<file path="src/rtl/fetch_stage.sv">
// Instruction-fetch front end: owns fetch PC, one-outstanding imem handshake, feeds IF/ID.
// Latency: 2 cycles from issue to IF/ID valid. A one-entry skid absorbs a response that arrives while IF/ID is stalled.
module fetch_stage #(
    parameter int                ADDR_W   = 64,
    parameter int                INS_W    = 32,
    parameter logic [ADDR_W-1:0] RESET_PC = '0,
    parameter int                CNT_W    = 16
) (
    input  logic              clk,
    input  logic              reset,
    input  logic              stall,
    input  logic              redirect_valid,
    input  logic [ADDR_W-1:0] redirect_pc,
    output logic              imem_req,
    output logic [ADDR_W-1:0] imem_addr,
    input  logic              imem_ready,
    input  logic              imem_rvalid,
    input  logic [INS_W-1:0]  imem_rdata,
    output logic              ifid_valid,
    output logic [ADDR_W-1:0] ifid_pc,
    output logic [INS_W-1:0]  ifid_ins,
    output logic [CNT_W-1:0]  flush_count
);

    typedef enum logic [1:0] {
        ISSUE = 2'd0,
        WAIT  = 2'd1,
        DROP  = 2'd2
    } state_t;

    state_t              state_q, state_d;
    logic [ADDR_W-1:0]   fetch_pc_q, fetch_pc_d;
    logic [ADDR_W-1:0]   inflight_pc_q, inflight_pc_d;
    logic                ifid_valid_q, ifid_valid_d;
    logic [ADDR_W-1:0]   ifid_pc_q, ifid_pc_d;
    logic [INS_W-1:0]    ifid_ins_q, ifid_ins_d;
    logic                skid_vld_q, skid_vld_d;
    logic [ADDR_W-1:0]   skid_pc_q, skid_pc_d;
    logic [INS_W-1:0]    skid_ins_q, skid_ins_d;
    logic [CNT_W-1:0]    flush_count_q, flush_count_d;

    logic req;
    logic hs;
    logic accept;

    always_comb begin
        state_d       = state_q;
        fetch_pc_d    = fetch_pc_q;
        inflight_pc_d = inflight_pc_q;
        ifid_valid_d  = ifid_valid_q;
        ifid_pc_d     = ifid_pc_q;
        ifid_ins_d    = ifid_ins_q;
        skid_vld_d    = skid_vld_q;
        skid_pc_d     = skid_pc_q;
        skid_ins_d    = skid_ins_q;
        flush_count_d = flush_count_q;
        req           = 1'b0;

        // IF/ID can take a new entry when it is empty or moving forward.
        accept = !ifid_valid_q || !stall;

        case (state_q)
            ISSUE:   req = !skid_vld_q && !redirect_valid;
            WAIT:    req = imem_rvalid && !skid_vld_q && accept && !redirect_valid;
            default: req = 1'b0;
        endcase
        hs = req && imem_ready;

        if (redirect_valid) begin
            fetch_pc_d   = redirect_pc & ~ADDR_W'(3);
            ifid_valid_d = 1'b0;
            skid_vld_d   = 1'b0;
            if (flush_count_q != '1) begin
                flush_count_d = flush_count_q + CNT_W'(1);
            end
            case (state_q)
                WAIT, DROP: state_d = imem_rvalid ? ISSUE : DROP;
                default:    state_d = ISSUE;
            endcase
        end else begin
            if (hs) begin
                inflight_pc_d = fetch_pc_q;
                fetch_pc_d    = fetch_pc_q + ADDR_W'(4);
                state_d       = WAIT;
            end

            if (state_q == DROP && imem_rvalid) begin
                state_d = ISSUE;
            end

            if (state_q == WAIT && imem_rvalid) begin
                if (accept) begin
                    ifid_valid_d = 1'b1;
                    ifid_pc_d    = inflight_pc_q;
                    ifid_ins_d   = imem_rdata;
                end else begin
                    skid_vld_d = 1'b1;
                    skid_pc_d  = inflight_pc_q;
                    skid_ins_d = imem_rdata;
                end
                if (!hs) begin
                    state_d = ISSUE;
                end
            end else if (!stall) begin
                if (skid_vld_q) begin
                    ifid_valid_d = 1'b1;
                    ifid_pc_d    = skid_pc_q;
                    ifid_ins_d   = skid_ins_q;
                    skid_vld_d   = 1'b0;
                end else begin
                    ifid_valid_d = 1'b0;
                end
            end
        end
    end

    always_ff @(posedge clk) begin
        if (reset) begin
            state_q       <= ISSUE;
            fetch_pc_q    <= RESET_PC;
            inflight_pc_q <= '0;
            ifid_valid_q  <= 1'b0;
            ifid_pc_q     <= '0;
            ifid_ins_q    <= '0;
            skid_vld_q    <= 1'b0;
            skid_pc_q     <= '0;
            skid_ins_q    <= '0;
            flush_count_q <= '0;
        end else begin
            state_q       <= state_d;
            fetch_pc_q    <= fetch_pc_d;
            inflight_pc_q <= inflight_pc_d;
            ifid_valid_q  <= ifid_valid_d;
            ifid_pc_q     <= ifid_pc_d;
            ifid_ins_q    <= ifid_ins_d;
            skid_vld_q    <= skid_vld_d;
            skid_pc_q     <= skid_pc_d;
            skid_ins_q    <= skid_ins_d;
            flush_count_q <= flush_count_d;
        end
    end

    assign imem_req    = req;
    assign imem_addr   = fetch_pc_q;
    assign ifid_valid  = ifid_valid_q;
    assign ifid_pc     = ifid_pc_q;
    assign ifid_ins    = ifid_ins_q;
    assign flush_count = flush_count_q;

endmodule

</file>
<file path="config.mk">
export PLATFORM = sky130hd
export DESIGN_NAME = fetch_stage
export DESIGN_NICKNAME = d
export VERILOG_FILES = /design/src/rtl/fetch_stage.sv
export SDC_FILE = /design/constraint.sdc
export NUM_CORES = 1
export LEC_CHECK = 0
export CORE_MARGIN = 2
export CORE_UTILIZATION = 50
export DETAILED_ROUTE_END_ITERATION = 8
export PLACE_DENSITY_LB_ADDON = 0.12
export SYNTH_ARGS = -nofsm -noshare
export SYNTH_HDL_FRONTEND = slang
export SYNTH_SLANG_ARGS = --single-unit
</file>
<file path="constraint.sdc">
create_clock -name clk -period 3.46 [get_ports clk]
set_clock_uncertainty 0.15 [all_clocks]
set_input_delay 0.692 -clock clk [delete_from_list [all_inputs] [get_ports clk]]
set_output_delay 0.692 -clock clk [all_outputs]
set_load 0.1 [all_outputs]
</file>
=== Yosys cells after proc, flatten, opt, wreduce, memory -nomap -nowiden ===
Cells that the tools add are included.

* Bits in registers: 340
* Input port bits: 102
* Output and inout port bits: 178

* Add/sub/neg operators: 2
* Equality and inequality tests: 6
* Mux-type cells: 25
* Bitwise operators: 2
* Reduce and logical (&&, ||, !) cells: 23

{| class="wikitable"
|+ Operator list
! kind !! count
|-
| $mux 64 || 6
|-
| $mux 32 || 4
|-
| $add 64x3->64 const B || 1
|-
| $add 16x1->16 const B || 1
|-
| $ne 16x16->1 const B || 1
|-
| $mux 2 || 7
|-
| $reduce_and 2->1 || 4
|-
| $logic_and 1x1->1 || 7
|-
| $mux 1 || 7
|-
| $logic_not 1->1 || 4
|-
| $ne 2x2->1 const B || 2
|-
| $reduce_and 4->1 || 1
|-
| $reduce_bool 2->1 || 2
|-
| $reduce_or 2->1 || 2
|-
| $reduce_and 3->1 || 1
|-
| $eq 2x1->1 const B || 1
|-
| $eq 2x2->1 const B || 1
|-
| $logic_not 2->1 || 1
|-
| $ne 2x1->1 const B || 1
|-
| $not 1->1 || 2
|-
| $pmux 1 s2 || 1
|-
| $logic_or 1x1->1 || 1
|}

=== Logic depth before layout (Yosys ltp) ===
Gate-level depths: netlist of run 1.

* Depth in word-level cells: 11
* Gate-level depth with buffers: 11
* Depth with buffers taken out: 8

=== Least setup slack after synthesis of run 1 ===
Ideal clock, no wire load.

* Kind: input port to output port
* Start: input redirect_valid
* End: output imem_req
* Arrival: 3.373 ns
* Required time: 2.618 ns
* Path slack: -0.755 ns
* Stages: 4
* Cells stage by stage: clkbuf_1 -> buf_1 -> clkbuf_1 -> nor3_1

* Longest elaborated chain between the ends: 3
* Elaborated cells between the ends (all ways): 4

{| class="wikitable"
|+ RTL lines
! what !! RTL line !! RTL
|-
| start: declaration || 12 || <nowiki>input logic redirect_valid,</nowiki>
|-
| $logic_not 1->1 (*) || 63, 64 ||
|-
| $logic_and 1x1->1 (on tied branches) || 64, 63 ||
|-
| $pmux 1 s2 (*) || 62 || <nowiki>case (state_q)</nowiki>
|-
| end: declaration || 14 || <nowiki>output logic imem_req,</nowiki>
|}

Every way passes the cells marked *; elsewhere a longest branch is shown, timed or not.

=== Worst setup path in the final report of run 1 ===
* Start: register state_q[1]
* End: output imem_req

* Longest elaborated chain between the ends: 2
* Elaborated cells between the ends (all ways): 3

{| class="wikitable"
|+ RTL lines
! what !! RTL line !! RTL
|-
| start: declaration || 31 || <nowiki>state_t state_q, state_d;</nowiki>
|-
| start signal: assignment || 130 || <nowiki>state_q <= state_d;</nowiki>
|-
| $eq 2x1->1 or $logic_not 2->1 (tied branches) || 62 ||
|-
| $pmux 1 s2 (*) || 62 ||
|}

Marks and branches as above.

==> impl_metrics.ini, run 1 <==
[cts]
htree_levels = 2
cts_sinks = 332
cts_hold_buf = 0
clkLatencyLatePin_ns = 0.52
cts_buffers = 36
clk_pin_slew_ns = 0.06
cts_tree = yes
clk_path_buf_depth = 3
root_buffer = clkbuf_16
cts.repair.resized = 0
cts_setup_buffers = 0

[yosys]
yosys_warnings = 0
async_flop_share_pct = 0
yosysTopAreaCellShare_pct = 47.7
avgSynthCellArea_sq_um = 7.66
yosysSeqAreaShare_pct = 47.7
yosysTopAreaCell = dfxtp_1
yosysUniqueCellTypes = 57
ys_ff_latch = 332
synth.area.top_cells = dfxtp_1 (48%), nand2_1 (15%), a21oi_1 (7.5%)
synth_area_sq_um = 13900
syn_inst = 1821
synth_flop_cell = dfxtp_1
synth_edf_count = 0

[floorplan]
start_util_pct = 50.5
die_area_sq_um = 29200
core-area_sq_um = 27600
die_y_microns = 171
rows = 61
die_w_microns = 171
ios = 280

[sta]
worstMarginPinSlew_ns = 1.18
setup_viol = 0
fin_crit_ns = 3.16
hold_viol = 0
max_slew_margin_pct = 21.1
grt_setup_unrepaired = false
finalCritPeriodShare_pct = 91.4
fmax_ghz = 0.316
slew_viol_final = 0
tns_ns = 0
fin_ws_ns = 0.296

[drt]
vias = 13599
drcViolationCount = 0
drt-pass1-iter-count = 5
drt_iter0_markers = 1180
wl_per_cell_microns = 17.1
vias_per_cell = 5.59
ant_nets = 0
routed_wl_microns = 41500

[grt]
grtUsageTotal_pct = 27.1
grt_first_pass_wirelength_microns = 63600
grt-ovfl-total = 0
grt_start_max_net_pins = 96
antenna_found_initial = 4
grt_pass1_vias = 12020

[setup_path]
required_ns = 2.62
critPathMaxStageDelay_ns = 0.43
crit_type = reg -> out
crit_arrival_ns = 2.32
critical_path_peak_fanout = 5
crit_path_start_kind = flop
crit_family = buffers and inverters
end_kind = output port
cp_slowest_cell = a22oi_1
path_cells = inv_1, ha_1, and2_4, a22oi_1, buf_4, nor3_2, buf_12
cp.buffers_inverters = 3

[min_path]
hold_class = reg -> reg

[finish]
layout-drive-gt1-share_pct = 14.0
area_delta_synth_final_pct = 27.1
nets = 2139
final.fill_count = 2462
fin_cells = 2433

[power]
powerDensity_nw_per_um2 = 501
irDropWorstVdd_v = 0.000310
p_leak_nw = 6.05

[flow_run]
timing.max_cap.violations = 0

[status]
outcome = completed

[placement]
gp_congestion = 0.904
pre_cts_ws_ns = 0.176
post-place-cells = 2372
hpwl_microns = 26800
port_buffers = 273
where the power goes:
part           internal, W  leakage (nW)  switching [W]
Sequential         0.00391          2.69       0.000121
Clock              0.00215         0.541        0.00151
Combinational     0.000319          2.82       0.000866
Total              0.00639          6.05        0.00250
cells in the final DEF (no fill, tap or decap), types with 12 or more instances in the layout:
master,instances
xnor2_1,15
a311oi_1,95
xor2_1,19
a21oi_1,207
nand2_1,569
dfxtp_1,332
nand3_1,39
o21ai_0,30
buf_4,209
nor3_1,20
clkbuf_16,36
a31oi_1,16
nor2_1,147
nor4_1,12
nand4_1,30
clkdlybuf4s50_1,97
routing by layer:
metal  up-vias  global-route usage, %  part of all wire [%]
li1       6700                      -                     -
met1      6340                   37.8                    44
met2       492                   41.6                    45
met3        63                   6.85                   8.9
met4         4                   7.30                   2.2
met5         -                      0                 0.072
cells by family after synthesis:
logic type	count (synthesis)	share of synthesized area, %
xor gates and xnor gates	34	2.14
adders and majority gates	5	0.449
and+or+nand+nor	881	26.6
AOI/OAI and AO/OA	406	18.4
buffers and inverters	157	4.35
muxes	5	0.395
DFF	332	47.7
other	1	0.0269
tightest hold or removal path: stages, from the launching register on:
cell and delay (ns):
dfxtp_1 0.31, nand2_1 0.05, a21oi_1 0.05
area by class of cell:
class	count	area [sq um]	share of cell area, %
Multi-Input combinational cell	1335	6760	38.1
Inverter	12	45.0	0.254
Antenna cell	2	5.00	0.0282
Clock buffer	51	997	5.63
Tap cell	378	473	2.67
Clock inverter	8	105	0.593
Timing Repair Buffer	315	2700	15.2
Sequential cell	332	6650	37.5
synthesized netlist by cell type, drive strengths merged, types with 13 or more instances:
library cell	n
a21oi	208
a311oi	95
a31oi	16
buf	18
clkbuf	127
dfxtp	332
nand2	571
nand3	41
nand4	30
nor2	149
nor3	21
nor4	13
o21ai	30
xnor2	15
xor2	19
final timing paths:
path / start / end / slack [ns] / depth (start not counted)
setup reg to reg: state_q[1]$_SDFF_PP0_ / imem_addr[19]$_SDFFE_PP0P_ / 0.64 / 9
setup / recovery: state_q[1]$_SDFF_PP0_ / imem_req / 0.30 / 7
hold / removal: skid_ins_q[10]$_SDFFE_PP0P_ / skid_ins_q[10]$_SDFFE_PP0P_ / 0.30 / 2
hold reg to reg: skid_ins_q[10]$_SDFFE_PP0P_ / skid_ins_q[10]$_SDFFE_PP0P_ / 0.30 / 2
sequential cells by signal, indices dropped and copies added, names as in the netlist, 2 cells and up:
signal	cells
flush_count	16
ifid_ins	32
ifid_pc	62
imem_addr	62
inflight_pc_q	62
skid_ins_q	32
skid_pc_q	62
state_q	2
metrics by stage:
stage	utilization, %	hold slack, ns	area (sq um)	power, W
global placement	60.2	0.291	16600	0.00529
CTS	64.1	0.305	17700	0.00894
detailed placement	60.2	0.297	16600	0.00530
floorplan	-	0.287	14000	0.00491
global route	64.2	0.318	17700	0.00918
finish	64.2	0.302	17700	0.00889
(Power assumes the default switching activity.)
==> run 2: changes to the inputs <==
--- a/config.mk
+++ b/config.mk
@@ -5,6 +5,7 @@
 export SDC_FILE = /design/constraint.sdc
 export NUM_CORES = 1
 export LEC_CHECK = 0
+export CORE_ASPECT_RATIO = 1.1
 export CORE_MARGIN = 2
 export CORE_UTILIZATION = 50
 export DETAILED_ROUTE_END_ITERATION = 8
==> constraint.sdc (replaced) <==
create_clock -name clk -period 4.1 [get_ports clk]
set_clock_uncertainty 0.15 [all_clocks]
set_input_delay 0.82 -clock clk [delete_from_list [all_inputs] [get_ports clk]]
set_output_delay 0.82 -clock clk [all_outputs]
set_load 0.1 [all_outputs]
==> run 2 against run 1 <==
Effect of this change: clock-buffer cell count increased by 1; register-to-register slack improved by 0.48 ns; total power fell by 17%; utilization rose by 0.96 points; first-iteration DRC count increased by 17%; setup slack improved by 0.24 ns; critical path type is now in -> out; via count shrank 0.76%; critical endpoint unchanged; sequential power is 15% lower; wire length shrank 1.4%; sequential share of layout area is 0.55 points lower; largest cell class unchanged; combinational power fell by 16%.
==> impl_metrics.ini, run 2 (same netlist as run 1, synthesis figures left out) <==
[grt]
grt_pass1_vias = 12006
grt_start_max_net_pins = 248
grt-ovfl-total = 0
grtUsageTotal_pct = 26.8
antenna_found_initial = 0
grt_first_pass_wirelength_microns = 63900

[power]
powerDensity_nw_per_um2 = 411
irDropWorstVdd_v = 0.000326
p_total_w = 0.00740
p_leak_nw = 5.62

[sta]
fin_crit_ns = 3.56
fmax_ghz = 0.281
max_slew_margin_pct = 21.7
worstMarginPinSlew_ns = 1.17
finalCritPeriodShare_pct = 86.8
tns_ns = 0
setup_viol = 0
grt_setup_unrepaired = false
hold_slack_ns = 0.302
slew_viol_final = 0
fin_ws_ns = 0.539
hold_viol = 0

[finish]
nets = 2120
final_cell_mix = nand2_1 (569), dfxtp_1 (332), clkdlybuf4s50_1 (270), a21oi_1 (206), nor2_1 (147)
layout_commonest_cell = nand2_1
diodes = 0
area_delta_synth_final_pct = 29.0
fin_cells = 2399
layout-drive-gt1-share_pct = 4.96

[cts]
cts_hold_buf = 0
htree_levels = 2
clk_path_buf_depth = 3
cts_tree = yes
cts_buffers = 34
clk_pin_slew_ns = 0.06
cts.repair.resized = 0
root_buffer = clkbuf_16
cts_sinks = 332
cts_setup_buffers = 0
clkLatencyLatePin_ns = 0.51

[placement]
gp_congestion = 0.867
pre_cts_ws_ns = 0.583
port_buffers = 273
hpwl_microns = 26100
post-place-cells = 2340

[flow_run]
timing.max_cap.violations = 0

[floorplan]
die_area_sq_um = 29200
rows = 64
start_util_pct = 50.5
ios = 280
die_y_microns = 179
die_w_microns = 163
core-area_sq_um = 27600

[min_path]
hold_class = reg -> reg

[drt]
drt-pass1-iter-count = 6
drt_iter0_markers = 1380
ant_nets = 0
vias = 13496
routed_wl_microns = 41000
drcViolationCount = 0
wl_per_cell_microns = 17.1
vias_per_cell = 5.63

[setup_path]
crit_path_start_kind = input pin
end_kind = output port
critical_path_peak_fanout = 22
crit_arrival_ns = 2.59
crit_type = in -> out
required_ns = 3.13

[status]
outcome = completed
==> run 2: cell types whose count changed in the layout (fill, tap and decap cells not counted), moves of 2 or more <==
cell / previous run / this run
buf_4: 209 / 17
clkdlybuf4s50_1: 97 / 270
clkbuf_8: 4 / 8
buf_12: 7 / 9
bufinv_16: 2 / 0
clkbuf_1: 11 / 9
diode_2: 2 / 0
==> run 2: stage by stage <==
stage,utilization (%),area [sq um]
after global placement,61.3,16900
after CTS,65.1,18000
after global routing,65.1,18000
after detailed placement,61.3,16900
final,65.1,18000
after floorplan,-,14000
==> run 2: path summary, 6_finish.rpt <==
check                             start                          to  slack, ns  depth (start not counted)
max                         imem_rvalid                    imem_req       0.54                          6
max reg2reg  imem_addr[39]$_SDFFE_PP0P_  imem_addr[53]$_SDFFE_PP0P_       1.12                          6
min reg2reg  skid_ins_q[5]$_SDFFE_PP0P_  skid_ins_q[5]$_SDFFE_PP0P_       0.30                          2
min          skid_ins_q[5]$_SDFFE_PP0P_  skid_ins_q[5]$_SDFFE_PP0P_       0.30                          2
==> run 2: area by class of cell <==
class | count | area, sq um
tap | 363 | 454
timing repair buffer | 298 | 3030
fill | 2384 | 9640
clock inverter | 7 | 41.3
clock buffer | 52 | 1020
sequential | 332 | 6650
multi-input combinational | 1335 | 6750
inverter | 12 | 45.0
==> run 2: critical path, stage by stage <==
cell             delay, ns
clkdlybuf4s50_1       0.60
and2_4                0.35
a22oi_1               0.11
buf_4                 0.19
nor3_2                0.29
buf_12                0.23
==> run 2: power breakdown <==
part,switching [W],leakage [nW],internal [W]
sequential,0.000117,2.69,0.00330
combinational,0.000714,2.40,0.000281
clock,0.00127,0.524,0.00171
==> run 2: routing by layer <==
| metal | global-route usage [%] | share of wire [%] |
|---|---|---|
| met5 | 0 | 0 |
| met2 | 40.5 | 44 |
| met1 | 39.8 | 46 |
| met4 | 6.38 | 2.0 |
| met3 | 4.56 | 8.0 |
==> run 3: changes to the inputs <==
--- a/config.mk
+++ b/config.mk
@@ -9,6 +9,7 @@
 export CORE_MARGIN = 2
 export CORE_UTILIZATION = 50
 export DETAILED_ROUTE_END_ITERATION = 8
+export GPL_TIMING_DRIVEN = 0
 export PLACE_DENSITY_LB_ADDON = 0.12
 export SYNTH_ARGS = -nofsm -noshare
 export SYNTH_HDL_FRONTEND = slang
==> run 3 against run 2 <==
Effect of this change: final area grew 1.5%; global-route usage grew 3.4 points; register-to-register slack worse by 0.61 ns; hold slack better by 0.0026 ns; total power up 2.1%; wire length is 11% higher; first-iteration DRC count shrank 1.0%; fmax shrank 9.0%; sequential share of layout area down 0.53 points; critical path depth decreased by 1; largest cell class unchanged; highest routed layer unchanged.
==> impl_metrics.ini, run 3 (same netlist as run 1, synthesis figures left out) <==
[status]
outcome = completed

[grt]
grt_first_pass_wirelength_microns = 70300
grt_pass1_vias = 13226
grt-ovfl-total = 0
antenna_found_initial = 1
grtUsageTotal_pct = 30.2
grt_start_max_net_pins = 15

[setup_path]
cp_slowest_cell = clkbuf_1
r2r_slack_ns = 0.51
crit_path_start_kind = input pin
crit_arrival_ns = 2.94
endpoint = imem_req
required_ns = 3.13
end_kind = output port
cp.buffers_inverters = 4
crit_type = in -> out
worst_path_most_repeated_cell = clkbuf_1
critPathMaxStageDelay_ns = 0.64
r2r_end = inflight_pc_q[49]$_SDFFE_PP0P_
crit_family = buffers and inverters
path_cells = clkbuf_1, buf_1, clkbuf_1, nor3_2, clkbuf_2
startpoint = redirect_valid
critical_path_peak_fanout = 10
rr_startpoint = state_q[1]$_SDFF_PP0_
cp_num_cells = 5
worst_r2r_path_depth = 11

[floorplan]
die_y_microns = 179
ios = 280
start_util_pct = 50.5
die_area_sq_um = 29200
core-area_sq_um = 27600
rows = 64
die_w_microns = 163

[drt]
vias = 14386
wl_per_cell_microns = 18.0
drt-pass1-iter-count = 6
vias_per_cell = 5.70
routed_wl_microns = 45400
ant_nets = 0
drcViolationCount = 0
drt_iter0_markers = 1366

[finish]
layout_commonest_cell = nand2_1
final_util_pct = 66.1
final_cell_mix = nand2_1 (571), dfxtp_1 (332), clkdlybuf4s50_1 (271), a21oi_1 (208), nor2_1 (149)
final.fill_count = 2442
area_delta_synth_final_pct = 30.9
nets = 2239
layout-drive-gt1-share_pct = 3.48

[power]
irDropWorstVdd_v = 0.000352
p_total_w = 0.00755
powerDensity_nw_per_um2 = 414
p_leak_nw = 5.66

[sta]
hold_viol = 0
slew_viol_final = 0
finalCritPeriodShare_pct = 95.4
worstMarginPinSlew_ns = 1.05
max_slew_margin_pct = 29.8
setup_viol = 0
fin_ws_ns = 0.189
fin_crit_ns = 3.91
grt_setup_unrepaired = false
fmax_ghz = 0.256

[placement]
hpwl_microns = 33200
pre_cts_ws_ns = -0.329
port_buffers = 272
gp_congestion = 0.940

[cts]
clk_path_buf_depth = 3
cts_buffers = 34
htree_levels = 2
root_buffer = clkbuf_16
clk_pin_slew_ns = 0.06
clkLatencyLatePin_ns = 0.51
cts_tree = yes
cts_setup_buffers = 0
cts_sinks = 332

[min_path]
hold_class = reg -> reg

[flow_run]
timing.max_cap.violations = 0
run 3: cell type report:
type                       count  area, sq um  area share [%]
clock buffer                  50          982            5.38
sequential                   332         6650            36.4
buffer                       145          563            3.08
multi-input combinational   1335         6710            36.7
inverter                      12         45.0           0.247
clock inverter                12          135           0.740
tap                          363          454            2.49
timing repair buffer         272         2720            14.9
antenna                        1         2.50          0.0137
run 3: power by group:
part,switching [W],internal [W]
clock network,0.00130,0.00180
registers,0.000120,0.00330
logic,0.000746,0.000281
total,0.00217,0.00539
run 3: repair_timing:
item                                    in CTS  in global routing
hold buffers                                 0                  0
resized for setup                            1                  4
endpoints found under the setup margin       1                 22
hold endpoints to repair                     0                  0
run 3: worst min-delay path by stage:
stage,start,to,cells after the start
2_1_floorplan,skid_ins_q[0]$_SDFFE_PP0P_,skid_ins_q[0]$_SDFFE_PP0P_,2
3_3_place_gp,skid_ins_q[9]$_SDFFE_PP0P_,skid_ins_q[9]$_SDFFE_PP0P_,2
3_5_place_dp,skid_pc_q[52]$_SDFFE_PP0P_,skid_pc_q[52]$_SDFFE_PP0P_,2
4_1_cts,skid_pc_q[52]$_SDFFE_PP0P_,skid_pc_q[52]$_SDFFE_PP0P_,2
5_1_grt,skid_ins_q[5]$_SDFFE_PP0P_,skid_ins_q[5]$_SDFFE_PP0P_,2
6_report,skid_pc_q[53]$_SDFFE_PP0P_,skid_pc_q[53]$_SDFFE_PP0P_,2
run 3: through the flow:
step | instance area, sq um | hold WS (ns) | std cells | setup TNS, ns
5_1_grt | 18300 | 0.319 | 2521 | 0
4_1_cts | 18300 | 0.305 | 2521 | 0
6_report | 18300 | 0.305 | 2522 | 0
3_3_place_gp | 17100 | 0.291 | 2459 | -14.13
3_5_place_dp | 17100 | 0.297 | 2459 | -14.69
2_1_floorplan | 14000 | 0.287 | 1824 | 0
run 3: layer usage:
metal	share of wire, %	wire, microns	track usage, %	up-vias
met5	0	0	0	-
met4	3.1	1390	10.6	0
met3	9.1	4120	5.02	113
met2	44	20100	47.3	686
met1	44	19800	42.2	6674
li1	-	-	-	6913
run 3: worst register-to-register path: cells and delay by family (launching register included):
family / cells / cell delay [ns]
buffers and inverters: 5 / 1.64
and+or+nand+nor: 3 / 0.75
AOI/OAI and AO/OA: 2 / 0.43
DFF: 1 / 0.32
adders and majority gates: 1 / 0.22
